<file path="src/rtl/ws2812b_in_module.sv">
// WS2812B receive decoder: classifies high-pulse widths into bits, assembles
// 24-bit GRB words MSB-first, and reports latch, overflow and line faults.
module ws2812b_in_module #(
  parameter int CYCLES_THRESHOLD = 5,
  parameter int CYCLES_RET       = 400,
  parameter int CYCLES_MAXHIGH   = 40
) (
  input  logic        clk,
  input  logic        resetn,
  input  logic        ws2812b_din,
  output logic [23:0] bitstream,
  output logic        bitstream_available,
  input  logic        bitstream_read,
  output logic        frame_end,
  output logic [9:0]  pixel_count,
  output logic        overflow,
  output logic        line_error
);

  localparam logic [15:0] THR16  = 16'(CYCLES_THRESHOLD);
  localparam logic [15:0] RET16  = 16'(CYCLES_RET);
  localparam logic [15:0] MAXH16 = 16'(CYCLES_MAXHIGH);

  typedef enum logic [1:0] {IDLE, HIGH, LOW, ERROR} state_t;

  function automatic logic [15:0] sat_inc16(input logic [15:0] v);
    return (v == 16'hFFFF) ? v : v + 16'd1;
  endfunction

  function automatic logic [9:0] sat_inc10(input logic [9:0] v);
    return (v == 10'd1023) ? v : v + 10'd1;
  endfunction

  state_t      state_q, state_d;
  logic        din_meta_q, din_meta_d;
  logic        din_s_q, din_s_d;
  logic        din_prev_q, din_prev_d;
  logic [15:0] high_cnt_q, high_cnt_d;
  logic [15:0] low_cnt_q, low_cnt_d;
  logic [22:0] shift_q, shift_d;
  logic [4:0]  bit_idx_q, bit_idx_d;
  logic [23:0] bits_q, bits_d;
  logic        avail_q, avail_d;
  logic        fe_q, fe_d;
  logic [9:0]  pc_q, pc_d;
  logic        ovf_q, ovf_d;
  logic        lerr_q, lerr_d;

  logic rise, fall, new_bit, word_done;

  always_comb begin
    din_meta_d = ws2812b_din;
    din_s_d    = din_meta_q;
    din_prev_d = din_s_q;
    rise       = din_s_q & ~din_prev_q;
    fall       = ~din_s_q & din_prev_q;

    // Each counter restarts at 1 on the edge that begins its level.
    high_cnt_d = high_cnt_q;
    low_cnt_d  = low_cnt_q;
    if (din_s_q) high_cnt_d = rise ? 16'd1 : sat_inc16(high_cnt_q);
    else         low_cnt_d  = fall ? 16'd1 : sat_inc16(low_cnt_q);

    state_d   = state_q;
    shift_d   = shift_q;
    bit_idx_d = bit_idx_q;
    bits_d    = bits_q;
    avail_d   = avail_q;
    fe_d      = 1'b0;
    pc_d      = pc_q;
    ovf_d     = ovf_q;
    lerr_d    = lerr_q;
    new_bit   = 1'b0;
    word_done = 1'b0;

    if (avail_q && bitstream_read) avail_d = 1'b0;

    case (state_q)
      IDLE: if (din_s_q) state_d = HIGH;
      HIGH: begin
        if (!din_s_q) begin
          new_bit = (high_cnt_q >= THR16);
          shift_d = {shift_q[21:0], new_bit};
          state_d = LOW;
          if (bit_idx_q == 5'd23) begin
            word_done = 1'b1;
            bit_idx_d = 5'd0;
          end else begin
            bit_idx_d = bit_idx_q + 5'd1;
          end
        end else if (high_cnt_d >= MAXH16) begin
          lerr_d    = 1'b1;
          shift_d   = '0;
          bit_idx_d = 5'd0;
          state_d   = ERROR;
        end
      end
      LOW: begin
        if (din_s_q) begin
          state_d = HIGH;
        end else if (low_cnt_d == RET16) begin
          fe_d    = 1'b1;
          pc_d    = '0;
          state_d = IDLE;
          if (bit_idx_q != 5'd0) begin
            lerr_d    = 1'b1;
            bit_idx_d = 5'd0;
          end
        end
      end
      ERROR: begin
        // Pulses are ignored; only a full latch-length low recovers.
        if (!din_s_q && low_cnt_d == RET16) begin
          fe_d    = 1'b1;
          pc_d    = '0;
          state_d = IDLE;
        end
      end
      default: state_d = IDLE;
    endcase

    if (word_done) begin
      if (!avail_q || bitstream_read) begin
        bits_d  = {shift_q, new_bit};
        avail_d = 1'b1;
        pc_d    = sat_inc10(pc_q);
      end else begin
        ovf_d = 1'b1;
      end
    end
  end

  always_ff @(posedge clk or negedge resetn) begin
    if (!resetn) begin
      state_q    <= IDLE;
      din_meta_q <= 1'b0;
      din_s_q    <= 1'b0;
      din_prev_q <= 1'b0;
      high_cnt_q <= '0;
      low_cnt_q  <= '0;
      shift_q    <= '0;
      bit_idx_q  <= '0;
      bits_q     <= '0;
      avail_q    <= 1'b0;
      fe_q       <= 1'b0;
      pc_q       <= '0;
      ovf_q      <= 1'b0;
      lerr_q     <= 1'b0;
    end else begin
      state_q    <= state_d;
      din_meta_q <= din_meta_d;
      din_s_q    <= din_s_d;
      din_prev_q <= din_prev_d;
      high_cnt_q <= high_cnt_d;
      low_cnt_q  <= low_cnt_d;
      shift_q    <= shift_d;
      bit_idx_q  <= bit_idx_d;
      bits_q     <= bits_d;
      avail_q    <= avail_d;
      fe_q       <= fe_d;
      pc_q       <= pc_d;
      ovf_q      <= ovf_d;
      lerr_q     <= lerr_d;
    end
  end

  assign bitstream           = bits_q;
  assign bitstream_available = avail_q;
  assign frame_end           = fe_q;
  assign pixel_count         = pc_q;
  assign overflow            = ovf_q;
  assign line_error          = lerr_q;

endmodule

</file>
<file path="config.mk">
export PLATFORM = sky130hd
export DESIGN_NAME = ws2812b_in_module
export DESIGN_NICKNAME = d
export VERILOG_FILES = /design/src/rtl/ws2812b_in_module.sv
export SDC_FILE = /design/constraint.sdc
export NUM_CORES = 1
export LEC_CHECK = 0
export CAP_MARGIN = 40
export CORE_ASPECT_RATIO = 0.6
export CORE_UTILIZATION = 55
export CTS_BUF_LIST = sky130_fd_sc_hd__clkbuf_16
export CTS_CLUSTER_DIAMETER = 100
export DETAILED_ROUTE_END_ITERATION = 10
export MAX_ROUTING_LAYER = met4
export PLACE_DENSITY = 0.76
export SYNTH_ARGS = -nofsm -noshare
export SYNTH_HDL_FRONTEND = slang
export SYNTH_SLANG_ARGS = --single-unit
</file>
<file path="constraint.sdc">
create_clock -name clk -period 7.8 [get_ports clk]
set_clock_uncertainty 0.1 [all_clocks]
set_input_delay 1.56 -clock clk [delete_from_list [all_inputs] [get_ports clk]]
set_output_delay 1.56 -clock clk [all_outputs]
set_load 0.01 [all_outputs]
</file>
==> key figures <==
Die
  • Cell row count: 26
  • Initial core utilization: between 50% and 60%
  • Die Area: slightly below 10000 sq um
  • Die height: between 70 and 80 um
  • # IOs: between 40 and 50
  • Die X-Extent: between 100 and 150 um
  • Core area: 8751 sq um

Critical path
  • Critical path type: flip-flop to flip-flop
  • Cells along the critical path: ha_1 > nand2_2 > or3_1 > o41ai_1 > a21oi_1 > or4_1 > or4_4 > o21ai_4 > a32o_1
  • Worst r2r dst: bit_idx_q[4]$_DFFE_PN0P_
  • Worst R2R Setup Slack: between 3 and 4 ns
  • Slowest-stage cell, CP: o21ai_4
  • WP data arrival: a little over 4 ns
  • CP startpoint kind: flip-flop
  • Reg2reg start: high_cnt_q[0]$_DFF_PN0_
  • Depth of the worst register-to-register path: 9
  • Req. time, crit path: roughly 8.0 ns
  • WP depth: 9
  • Worst Setup End Kind: flip-flop
  • CP max FO: 28
  • Top Family by Delay on Critical Path: simple AND/OR/NAND/NOR gates
  • Crit path largest cell delay: 0.61 ns
  • Buf+Inv Stages, Crit Path: 0

Clock network
  • Clk buf depth: 2
  • Later-pin clock latency in the skew report: 0.35 ns
  • CTS tree: yes
  • H-tree levels: 3
  • Hold-fix buffers at CTS: 0
  • CTS root buf: clkbuf_16
  • CTS buffer count: 9
  • Worst-path clk slew: ~0.07 ns
  • Post-cts gate resize count: 0
  • Post-CTS setup buffers: 0
  • CTS sink count: between 100 and 150

Power and ir drop
  • Max VDD drop: 0.1479 mV
  • Overall power: about 1.3 mW
  • Pwr/cell area: between 200 and 250 nW/um^2
  • LEAKAGE: around 2.6 nW

Synth
  • Syn nets: 500
  • Post-synthesis xor/xnor area fraction: around 2.6%
  • Mapped Area: between 5000 and 6000 sq um
  • Cells after synthesis: a little under 500
  • Post-Synth Simple-Gate Area: about a fifth
  • Largest family of logic cells by synthesized area: simple AND/OR/NAND/NOR gates
  • Distinct cells, synth: 63
  • Syn. warnings: 0
  • Post-synthesis mux area share: between 6 and 7%
  • Yosys reg bits: 103
  • Area contributors post-synth: dfrtp_1, mux2_2, a22o_1
  • Main synth FF type: dfrtp_1
  • Number of enable flip-flop cells after synthesis: 0
  • Dominant cell type by area after synthesis: dfrtp_1
  • Async SR Flop Fraction: 100.0%
  • Synth top area share: 50.58%
  • Compound-gate portion of the synthesized area: about 15%
  • Mean post-synth cell area: between 10 and 15 sq um
  • Register area share after synthesis: between 50% and 60%
  • Adder-Cell Fraction of Synth Area: under 10%

Timing
  • Final slew viol count: 0
  • # setup viols final: 0
  • Worst slew pin tran: 0.8008 ns
  • Slew margin rel.: 46.12%
  • Fmax: between 200 and 300 MHz
  • Hold Vio Cnt, Final: 0
  • Hold WS: ~0.26 ns
  • Unrepaired setup endpoints after global routing: false
  • Post-route minimum period: approximately 3.9 ns
  • Crit share post-route: between 50 and 60%
  • Final setup TNS: 0 ns

Cells and area
  • Commonest non-fill, non-tap cell in the layout: dfrtp_1
  • Final nets: ~530
  • Fraction of layout cells with a size suffix above 1: around 11%
  • Layout area overhead: 15.44%
  • Most frequent cells in the layout: dfrtp_1, clkdlybuf4s50_1, nand2_1
  • ANT cells: 0
  • FILL cells: a little under 700
  • Design Area, Final: around 5900 sq um

Global routing
  • Overall routing resource usage: 25.93%
  • Vias in the first global route: 3762
  • Initial antenna violation count: 0
  • First-pass GRT wire length: 19.09 mm
  • Largest net degree at the start of global routing: 65
  • Remaining Overflow, GRT: 0

Placement
  • Post-DP HPWL: roughly 8.0 mm
  • Post-DP Area: roughly 5600 sq um
  • RD Place Congestion: about 0.91
  • PortBufs: 41

Detailed routing
  • Total routed wirelength: around 11 mm
  • DR WL/cell: 17.68 um
  • Drc violations: 0
  • Post-route ant nets: 0
  • Drt first pass iters: 4
  • DR vias/cell: slightly above 6
  • DRT iter0 DRCs: about 320
  • Via count: 3980

Min path
  • Hold Path End: din_prev_d$_DFF_PN0_
  • Worst min path class: flip-flop to flip-flop
  • Hold Crit Depth: 0
  • Hold_sp: din_meta_q$_DFF_PN0_

Outcome
  • Status: complete, no violations

Flow run
  • # Max-Cap Violations: 0
==> per-layer routing <==
metal | vias to the layer above | routed length (um) | global-route usage [%]
met5 | - | 0 | -
met4 | 0 | 152 | 7.590
met3 | 17 | 716 | 5.758
met2 | 132 | 4664 | 34.42
met1 | 1943 | 5762 | 39.28
li1 | 1888 | - | -
==> synth_stat cells (3+ instances only) <==
| cell type | count |
|---|---|
| and4_1 | 4 |
| xor2_1 | 6 |
| o21ai_0 | 13 |
| a31o_2 | 3 |
| a22o_1 | 23 |
| mux2i_1 | 8 |
| a31oi_1 | 5 |
| inv_1 | 12 |
| nand2_1 | 36 |
| or4_1 | 5 |
| nand3_1 | 16 |
| and2_1 | 3 |
| a31o_1 | 3 |
| or3_1 | 4 |
| nor4_1 | 9 |
| a211oi_1 | 4 |
| nand2b_1 | 9 |
| clkbuf_1 | 18 |
| nor2_1 | 36 |
| nor2b_1 | 4 |
| and3_1 | 13 |
| ha_1 | 7 |
| nor3_1 | 15 |
| a21oi_1 | 21 |
| mux2_2 | 23 |
| o31ai_1 | 3 |
| dfrtp_1 | 103 |
| o21a_1 | 6 |
| a22oi_1 | 3 |
| nand4b_1 | 3 |
| nand3b_1 | 3 |
| nand4_1 | 13 |
| xnor2_1 | 9 |
| o211ai_1 | 3 |
==> registers in the layout, summed over array words and instances (netlist names) <==
| signal | count |
|---|---|
| bitstream | 24 |
| shift_q | 23 |
| high_cnt_q | 16 |
| low_cnt_q | 16 |
| pixel_count | 10 |
| bit_idx_q | 5 |
| state_q | 2 |
| bitstream_available | 1 |
| din_meta_q | 1 |
| din_prev_d | 1 |
| din_prev_q | 1 |
| frame_end | 1 |
| line_error | 1 |
| overflow | 1 |
==> stage by stage <==
step / util (%) / std cells / setup WS [ns]
floorplan: - / 489 / 4.497
global placement: 63.68 / 623 / 4.051
detailed placement: 63.68 / 623 / 3.926
CTS: 67.23 / 639 / 3.896
global route: 67.23 / 639 / 3.594
finish: 67.23 / 639 / 3.863
==> layout make-up <==
cell class | instances | area (sq um) | area share (%)
Sequential cell | 103 | 2577 | 43.81
Clock buffer | 9 | 225.2 | 3.828
Multi-Input combinational cell | 348 | 2357 | 40.07
Clock inverter | 7 | 85.08 | 1.446
Timing Repair Buffer | 46 | 445.4 | 7.571
Tap cell | 112 | 140.1 | 2.382
Inverter | 14 | 52.55 | 0.8932
==> kinds of logic (layout without fill, tap and decap cells) <==
group	count (synthesis)	in the layout
simple gates	188	188
xor+xnor	15	15
flops	103	103
fa+ha+maj	7	7
compound gates	107	107
mux	31	31
buf+inv	38	76
==> how the worst max path moves through the flow <==
stage | startpoint | slack (ns) | to
after floorplan | high_cnt_q[0]$_DFF_PN0_ | 4.50 | shift_q[10]$_DFFE_PN0P_
after global routing | high_cnt_q[0]$_DFF_PN0_ | 3.59 | bit_idx_q[4]$_DFFE_PN0P_
after global placement | high_cnt_q[0]$_DFF_PN0_ | 4.05 | bit_idx_q[4]$_DFFE_PN0P_
final | high_cnt_q[0]$_DFF_PN0_ | 3.86 | bit_idx_q[4]$_DFFE_PN0P_
after CTS | high_cnt_q[0]$_DFF_PN0_ | 3.90 | bit_idx_q[4]$_DFFE_PN0P_
after detailed placement | high_cnt_q[0]$_DFF_PN0_ | 3.93 | bit_idx_q[4]$_DFFE_PN0P_
==> power by group <==
part	switching [mW]	leakage [nW]	internal (mW)	total, mW
registers	0.0656	1.39	0.580	0.646
clock network	0.211	0.146	0.256	0.467
logic	0.104	1.09	0.0806	0.185
total	0.381	2.62	0.917	1.30
Power figures use the tool's default switching activity.
